$ cat src/rtl/bp_pkg.sv
// Shared constants for the branch predictor: 2-bit counter states and the
// values written at allocation and at reset.
package bp_pkg;
  typedef logic [1:0] ctr_t;

  localparam ctr_t CTR_SNT   = 2'b00;  // strong not-taken
  localparam ctr_t CTR_WNT   = 2'b01;  // weak not-taken
  localparam ctr_t CTR_WT    = 2'b10;  // weak taken
  localparam ctr_t CTR_ST    = 2'b11;  // strong taken

  localparam ctr_t CTR_ALLOC = CTR_WT;   // new entries start weakly taken
  localparam ctr_t CTR_RESET = CTR_WNT;  // cold entries sit weakly not-taken
endpackage

$ cat src/rtl/branch_predictor_sat_counter2.sv
// 2-bit saturating counter next-state: steps toward strong-T on taken and
// toward strong-NT otherwise, holding at either end.
module sat_counter2
  import bp_pkg::*;
(
  input  logic [1:0] cur,
  input  logic       taken,
  output logic [1:0] next
);

  // saturating step in the direction of the outcome
  always_comb begin
    next = cur;
    if (taken) begin
      if (cur != CTR_ST)  next = cur + 2'd1;
    end else begin
      if (cur != CTR_SNT) next = cur - 2'd1;
    end
  end

endmodule

$ cat src/rtl/branch_predictor.sv
// Direct-mapped branch target buffer with 2-bit counters. Lookup is purely
// combinational from the registered entries (no bypass from a same-cycle
// update); updates, flush and reset land on the rising edge.
module branch_predictor
  import bp_pkg::*;
#(
  parameter int ENTRIES = 16,
  parameter int ADDR_W  = 32,
  parameter int STAT_W  = 16
) (
  input  logic              clk,
  input  logic              rst,
  input  logic              lookup_valid,
  input  logic [ADDR_W-1:0] lookup_pc,
  output logic              pred_taken,
  output logic [ADDR_W-1:0] pred_target,
  input  logic              upd_valid,
  input  logic [ADDR_W-1:0] upd_pc,
  input  logic              upd_taken,
  input  logic [ADDR_W-1:0] upd_target,
  input  logic              upd_pred_taken,
  input  logic              flush_all,
  output logic              mispredict,
  output logic [STAT_W-1:0] stat_lookups,
  output logic [STAT_W-1:0] stat_mispredicts
);

  localparam int IDX_W = $clog2(ENTRIES);
  localparam int TAG_W = ADDR_W - IDX_W - 2;

  // entry storage kept in flops so reset/flush clear everything in one edge
  logic [ENTRIES-1:0]             r_valid;
  logic [ENTRIES-1:0][TAG_W-1:0]  r_tag;
  logic [ENTRIES-1:0][ADDR_W-1:0] r_tgt;
  logic [ENTRIES-1:0][1:0]        r_ctr;
  logic [STAT_W-1:0]              r_stat_lk;
  logic [STAT_W-1:0]              r_stat_mp;

  logic [IDX_W-1:0] w_lk_idx, w_up_idx;
  logic [TAG_W-1:0] w_lk_tag, w_up_tag;
  logic             w_lk_hit, w_up_hit;
  logic [1:0]       w_ctr_next;
  logic             w_unused;

  assign w_lk_idx = lookup_pc[IDX_W+1:2];
  assign w_lk_tag = lookup_pc[ADDR_W-1:IDX_W+2];
  assign w_up_idx = upd_pc[IDX_W+1:2];
  assign w_up_tag = upd_pc[ADDR_W-1:IDX_W+2];
  // byte-offset bits of the update PC carry no information here
  assign w_unused = ^upd_pc[1:0];

  assign w_lk_hit = r_valid[w_lk_idx] && (r_tag[w_lk_idx] == w_lk_tag);
  assign w_up_hit = r_valid[w_up_idx] && (r_tag[w_up_idx] == w_up_tag);

  sat_counter2 u_ctr (
    .cur   (r_ctr[w_up_idx]),
    .taken (upd_taken),
    .next  (w_ctr_next)
  );

  // lookup: taken only on a hit with the counter's upper bit set
  always_comb begin
    pred_taken  = 1'b0;
    pred_target = lookup_pc + ADDR_W'(4);
    if (w_lk_hit && r_ctr[w_lk_idx][1]) begin
      pred_target = r_tgt[w_lk_idx];
      pred_taken  = lookup_valid;
    end
  end

  assign mispredict       = upd_valid && (upd_taken ^ upd_pred_taken);
  assign stat_lookups     = r_stat_lk;
  assign stat_mispredicts = r_stat_mp;

  // entry update: reset beats flush, flush beats a resolved branch
  always_ff @(posedge clk) begin
    if (!rst) begin
      r_valid <= '0;
      r_tag   <= '0;
      r_tgt   <= '0;
      for (int i = 0; i < ENTRIES; i++) r_ctr[i] <= CTR_RESET;
    end else if (flush_all) begin
      r_valid <= '0;
    end else if (upd_valid) begin
      if (w_up_hit) begin
        r_ctr[w_up_idx] <= w_ctr_next;
        if (upd_taken) r_tgt[w_up_idx] <= upd_target;
      end else if (upd_taken) begin
        r_valid[w_up_idx] <= 1'b1;
        r_tag[w_up_idx]   <= w_up_tag;
        r_tgt[w_up_idx]   <= upd_target;
        r_ctr[w_up_idx]   <= CTR_ALLOC;
      end
    end
  end

  // saturating statistics counters
  always_ff @(posedge clk) begin
    if (!rst) begin
      r_stat_lk <= '0;
      r_stat_mp <= '0;
    end else begin
      if (lookup_valid && (r_stat_lk != '1)) r_stat_lk <= r_stat_lk + 1'b1;
      if (mispredict   && (r_stat_mp != '1)) r_stat_mp <= r_stat_mp + 1'b1;
    end
  end

endmodule

$ cat config.mk
export PLATFORM = sky130hd
export DESIGN_NAME = branch_predictor
export DESIGN_NICKNAME = d
export VERILOG_FILES = /design/src/rtl/bp_pkg.sv /design/src/rtl/branch_predictor_sat_counter2.sv /design/src/rtl/branch_predictor.sv
export SDC_FILE = /design/constraint.sdc
export NUM_CORES = 2
export LEC_CHECK = 0
export CAP_MARGIN = 20
export CORE_MARGIN = 5
export CORE_UTILIZATION = 51
export DETAILED_ROUTE_END_ITERATION = 8
export HOLD_SLACK_MARGIN = 0.1
export PLACE_DENSITY = 0.76
export SLEW_MARGIN = 30
export SYNTH_ARGS = -nofsm -noshare
export SYNTH_HDL_FRONTEND = slang
export SYNTH_SLANG_ARGS = --single-unit
$ cat constraint.sdc
create_clock -name clk -period 7.7 [get_ports clk]
set_clock_uncertainty 0.2 [all_clocks]
set_input_delay 1.925 -clock clk [delete_from_list [all_inputs] [get_ports clk]]
set_output_delay 1.925 -clock clk [all_outputs]
set_load 0.01 [all_outputs]
Word-level counts from Yosys, hierarchy flattened

Index checks and enable logic that the tools add are counted.
W data, S select, Z words.

Bitwise operators: 8
Reduce and logical (&&, ||, !) cells: 14
Multiplexer cells: 32
Equality and inequality tests: 5
$add $sub $neg: 5
Magnitude comparators: 3

Operators by type and width:

| operator                | count |
|---|---|
| $bwmux W512             | 1 |
| $bwmux W416             | 1 |
| $bmux W26 S4            | 2 |
| $mux W32                | 5 |
| $bmux W32 S4            | 1 |
| $demux W32 S4           | 1 |
| $demux W26 S4           | 1 |
| $mux W26                | 3 |
| $eq A26 B26 Y1          | 2 |
| $add A16 B1 Y16 const B | 2 |
| $add A32 B3 Y32 const B | 1 |
| $bwmux W32              | 1 |
| $ne A16 B16 Y1 const B  | 2 |
| $or A16 B16 Y16         | 2 |
| $and A16 B16 Y16        | 1 |
| $bmux W2 S4             | 2 |
| $not A16 Y16            | 1 |
| $mux W2                 | 6 |
| $lt A4 B5 Y1 const B    | 2 |
| $reduce_and A3 Y1       | 3 |
| $bmux W1 S4             | 2 |
| $demux W2 S4            | 1 |
| $logic_and A1 B1 Y1     | 7 |
| $demux W1 S4            | 1 |
| other kinds (10)        | 16 |

Input bits: 103
Bits in registers: 1,008
Output and inout bits: 66

Logic depth before layout (Yosys ltp)

Depth in word-level cells: 8
Depth in mapped cells: 16

Hierarchy

A second synthesis with hierarchy kept.

Cells, all modules: 5,504
Area total of the unflattened synthesis: 48,854.4 um^2

By module, submodules not included:

| module           | sequential area each (um^2) | instances | area each (um^2) | cells each |
|---|---|---|---|---|
| branch_predictor | 20,179.4                    | 1         | 48,828.1         | 5,501 |
| sat_counter2     | 0.0                         | 1         | 26.3             | 3 |

Worst setup path before layout

OpenSTA, ideal clock, no wires.

Path kind: input -> output
Start point: in lookup_pc[3]
End point: out pred_target[0]
Arrival time: 5,060 ps
Required time: 5,575 ps
Setup slack: 515 ps
Stages on the path: 11
Cells stage by stage: buf_2 > buf_2 > buf_1 > buf_1 > mux4_2 > mux4_2 > xnor2_1 > nand4_1 > nor4_4 > buf_4 > mux2_1

Longest elaborated chain between the ends: 6
Elaborated cells between the ends (all ways): 12
Classes of those cells: eq/ne: 1; mux: 9; reduce/logical: 2

Ends and longest elaborated chain:

| what                           | line                   | RTL |
|---|---|---|
| start: declaration             | branch_predictor.sv:14 | `input logic [ADDR_W-1:0] lookup_pc,` |
| $bmux W26 S4                   | branch_predictor.sv:52 | `assign w_lk_hit = r_valid[w_lk_idx] && (r_tag[w_lk_idx] == w_lk_tag);` |
| $mux W26 (not written as such) | branch_predictor.sv:52 |  |
| $eq A26 B26 Y1                 | branch_predictor.sv:52 |  |
| $logic_and A1 B1 Y1            | branch_predictor.sv:52 |  |
| $logic_and A1 B1 Y1            | branch_predictor.sv:65 | `if (w_lk_hit && r_ctr[w_lk_idx][1]) begin` |
| $mux W32 (*)                   | branch_predictor.sv:65 |  |
| end: declaration               | branch_predictor.sv:16 | `output logic [ADDR_W-1:0] pred_target,` |

Mark *: on every way between the ends. The rest lies on a longest branch, timed or not. The select of a mux whose other input is x is not followed.

Worst setup path in the final report

Start point: in lookup_pc[2]
End point: out pred_target[0]

The elaborated chain is that of the path after synthesis.

==> metrics <==
status complete, but fails checks; failing checks negative setup slack; Worst-path clk slew 60 ps; first-pass GRT wire length 234 mm; #FFs+latches synth 1008; kind of critical path in2out; Finished Layout Cells 6350; number of DRC markers in iteration 0 5796; Max Slew Vio Count 0; most common cell in the synthesized netlist nand2_1; syn avg cell area 9.56 um^2; met2 usage 45.3%; sequential-to-total area share from yosys stat 41.8%; Initial Util 51.6%; Buf+Inv Stages, Crit Path 8; ANT nets after route 0; Die Height 318 um; Setup-failing EPs final 5; Synth async-reset ratio 0%; Crit Path Max Fanout 8; area of the core 93600 um^2; Total Power 11.2 mW; largest net degree at the start of global routing 218; worst path cell trace buf_16 -> buf_6 -> mux4_2 -> mux4_2 -> xnor2_2 -> buf_4 -> nand4_1 -> or4_4 -> nor4_4 -> buf_4 -> buf_6 -> buf_4 -> buf_12 -> mux2_4 -> buf_6; Distinct cells, synth 62; Post-Route WL 157 mm; Hold WC Path Type reg2reg; RSZ-0062 raised after global routing yes; Top FF cell, synth dfxtp_1; Tcrit/Tclk final 100%; Site Rows 112; proportion of netlist area held by the largest area contributor 41.8%; total die area 101000 um^2; Yosys top cell by area dfxtp_1; critical path required time 5580 ps; Bufs on Longest Clock Path 3; grt peak-use layer met2; DP Cell Count 6142; post-synth net total 5155; Mapped Area 48300 um^2; worst slew pin tran 1000 ps; Max-Cap Viols 0; crit path DAT 5600 ps; number of CTS-inserted buffers 101; Worst Setup End Kind output pin; vias per cell 6.30; initial antenna violation count 11; Max VDD drop 0.000169 V; synth warn 0; routability congestion estimate 0.911; # port buffers 166; delay of the slowest cell on the worst path 580 ps; met1 Usage GRT 38.3%; drt drc 0; num ports 169; fmax 0.129 GHz; number of H-tree levels 3; Final min period 7730 ps; GR Util All Layers 29.5%; clk sink count 1008; final hold slack 250 ps; synthesized instance count 5049; Worst Slack Setup Final -25.9 ps; grt ovf 0; Slew headroom 32.8%; GRT met3 Usage 8.24%; synth top area cells dfxtp_1 42%, mux4_2 18%, nand2_1 12%; via count 40.0k; layout cells sized above 1 16.4%; routed len/inst 24.7 um; Pwr Density 205 nW/um^2; CTS tree done; DP Wirelength 93.4 mm; CP max stage cell or4_4; crit start category input port; Die W 318 um; Synth top cells by count 1576 x nand2_1, 1008 x dfxtp_1, 541 x a21oi_1; EDFF count, synth 0; # nets final 5114; Fin. Hold Viols 0; Leakage 21.2 nW; clock insertion delay at the later pin of the skew report 700 ps; 1st-pass router iterations 6; Area growth syn-to-layout 13.8%; setup_tns -73.1 ps; vias in the first global route 38.8k; dpl ws -384 ps; root buf cell clkbuf_16; crit-path leading delay family multiplexers
## placed cells by master (no fill, tap or decap), drive strengths merged, types with 5 or more instances in the layout
cell	netlist	layout
nor2b	13	13
or3	7	7
o211ai	5	5
xor2	40	40
nand2	1588	1588
nand3	41	41
o21ai	53	53
nor3	21	21
nand4	18	18
buf	138	181
and4	5	5
inv	20	23
and2	12	12
bufinv	0	12
nor2	93	93
mux2	11	11
clkbuf	330	148
clkinv	0	30
and3	11	11
mux4	388	388
diode	0	6
nand2b	8	8
xnor2	67	67
nor4	18	18
a31oi	26	26
dfxtp	1008	1008
mux2i	506	506
clkdlybuf4s50	0	124
a221oi	9	9
a22oi	22	22
a21oi	541	541
## registers in the layout, indices dropped and copies added (netlist names)
register / flops
r_tgt: 512
r_tag: 416
r_ctr: 32
r_valid: 16
stat_lookups: 16
stat_mispredicts: 16
## kinds of logic (layout without fill, tap and decap cells)
| family | Yosys count | after routing | synth area share (%) |
|---|---|---|---|
| other | 0 | 6 | 0 |
| adders and majority gates | 5 | 5 | 0.119 |
| xor gates and xnor gates | 107 | 107 | 1.94 |
| muxes | 905 | 905 | 28.8 |
| buffers and inverters | 488 | 529 | 4.36 |
| and+or+nand+nor | 1852 | 1852 | 15.4 |
| AOI/OAI and AO/OA | 684 | 684 | 7.57 |
| DFF | 1008 | 1008 | 41.8 |
## tightest hold or removal path, cell delays in order (launching register included)
cell and delay (ps):
dfxtp_1 310, nand2_1 50, a21oi_1 50
## final timing paths
| check | startpoint | end | slack [ps] | cells past startpoint |
|---|---|---|---|---|
| max reg2reg | r_tag[368] | r_ctr[17] | 3280 | 10 |
| max | lookup_pc[2] | pred_target[0] | -30 | 15 |
| min | r_tgt[453] | r_tgt[453] | 250 | 2 |
| min reg2reg | r_tgt[453] | r_tgt[453] | 250 | 2 |
## where the power goes
group / switching, mW / internal (mW)
Combinational: 0.507 / 0.273
Clock: 2.20 / 3.01
Sequential: 0.0164 / 5.24
## timing repair
item | CTS | global route
pin swaps | 1 | 2
hold buffers | 0 | 0
buffers inserted | 5 | 6
endpoints found under the setup margin | 33 | 26
resized for setup | 91 | 45
cloned | 0 | 5
## per-layer routing
metal | wire length [um] | part of all wire, %
met5 | 62 | 0.040
met1 | 59000 | 38
met3 | 19400 | 12
met2 | 70400 | 45
met4 | 8120 | 5.2
## metrics by stage
step                util [%]  cell area, um^2
floorplan                  -            48300
global placement        54.6            51100
detailed placement      54.7            51200
CTS                     58.5            54700
global route            58.7            54900
finish                  58.7            54900
## area by class of cell
cell class	instances	area (um^2)
fillers	7678	38700
diodes	6	15.0
well taps	1254	1570
repair buffers	324	3280
inverters	20	82.6
clock inverters	49	672
clock buffers	136	2840
multi-input cells	3553	26300
flip-flops and latches	1008	20200
Power figures use the tool's default switching activity.
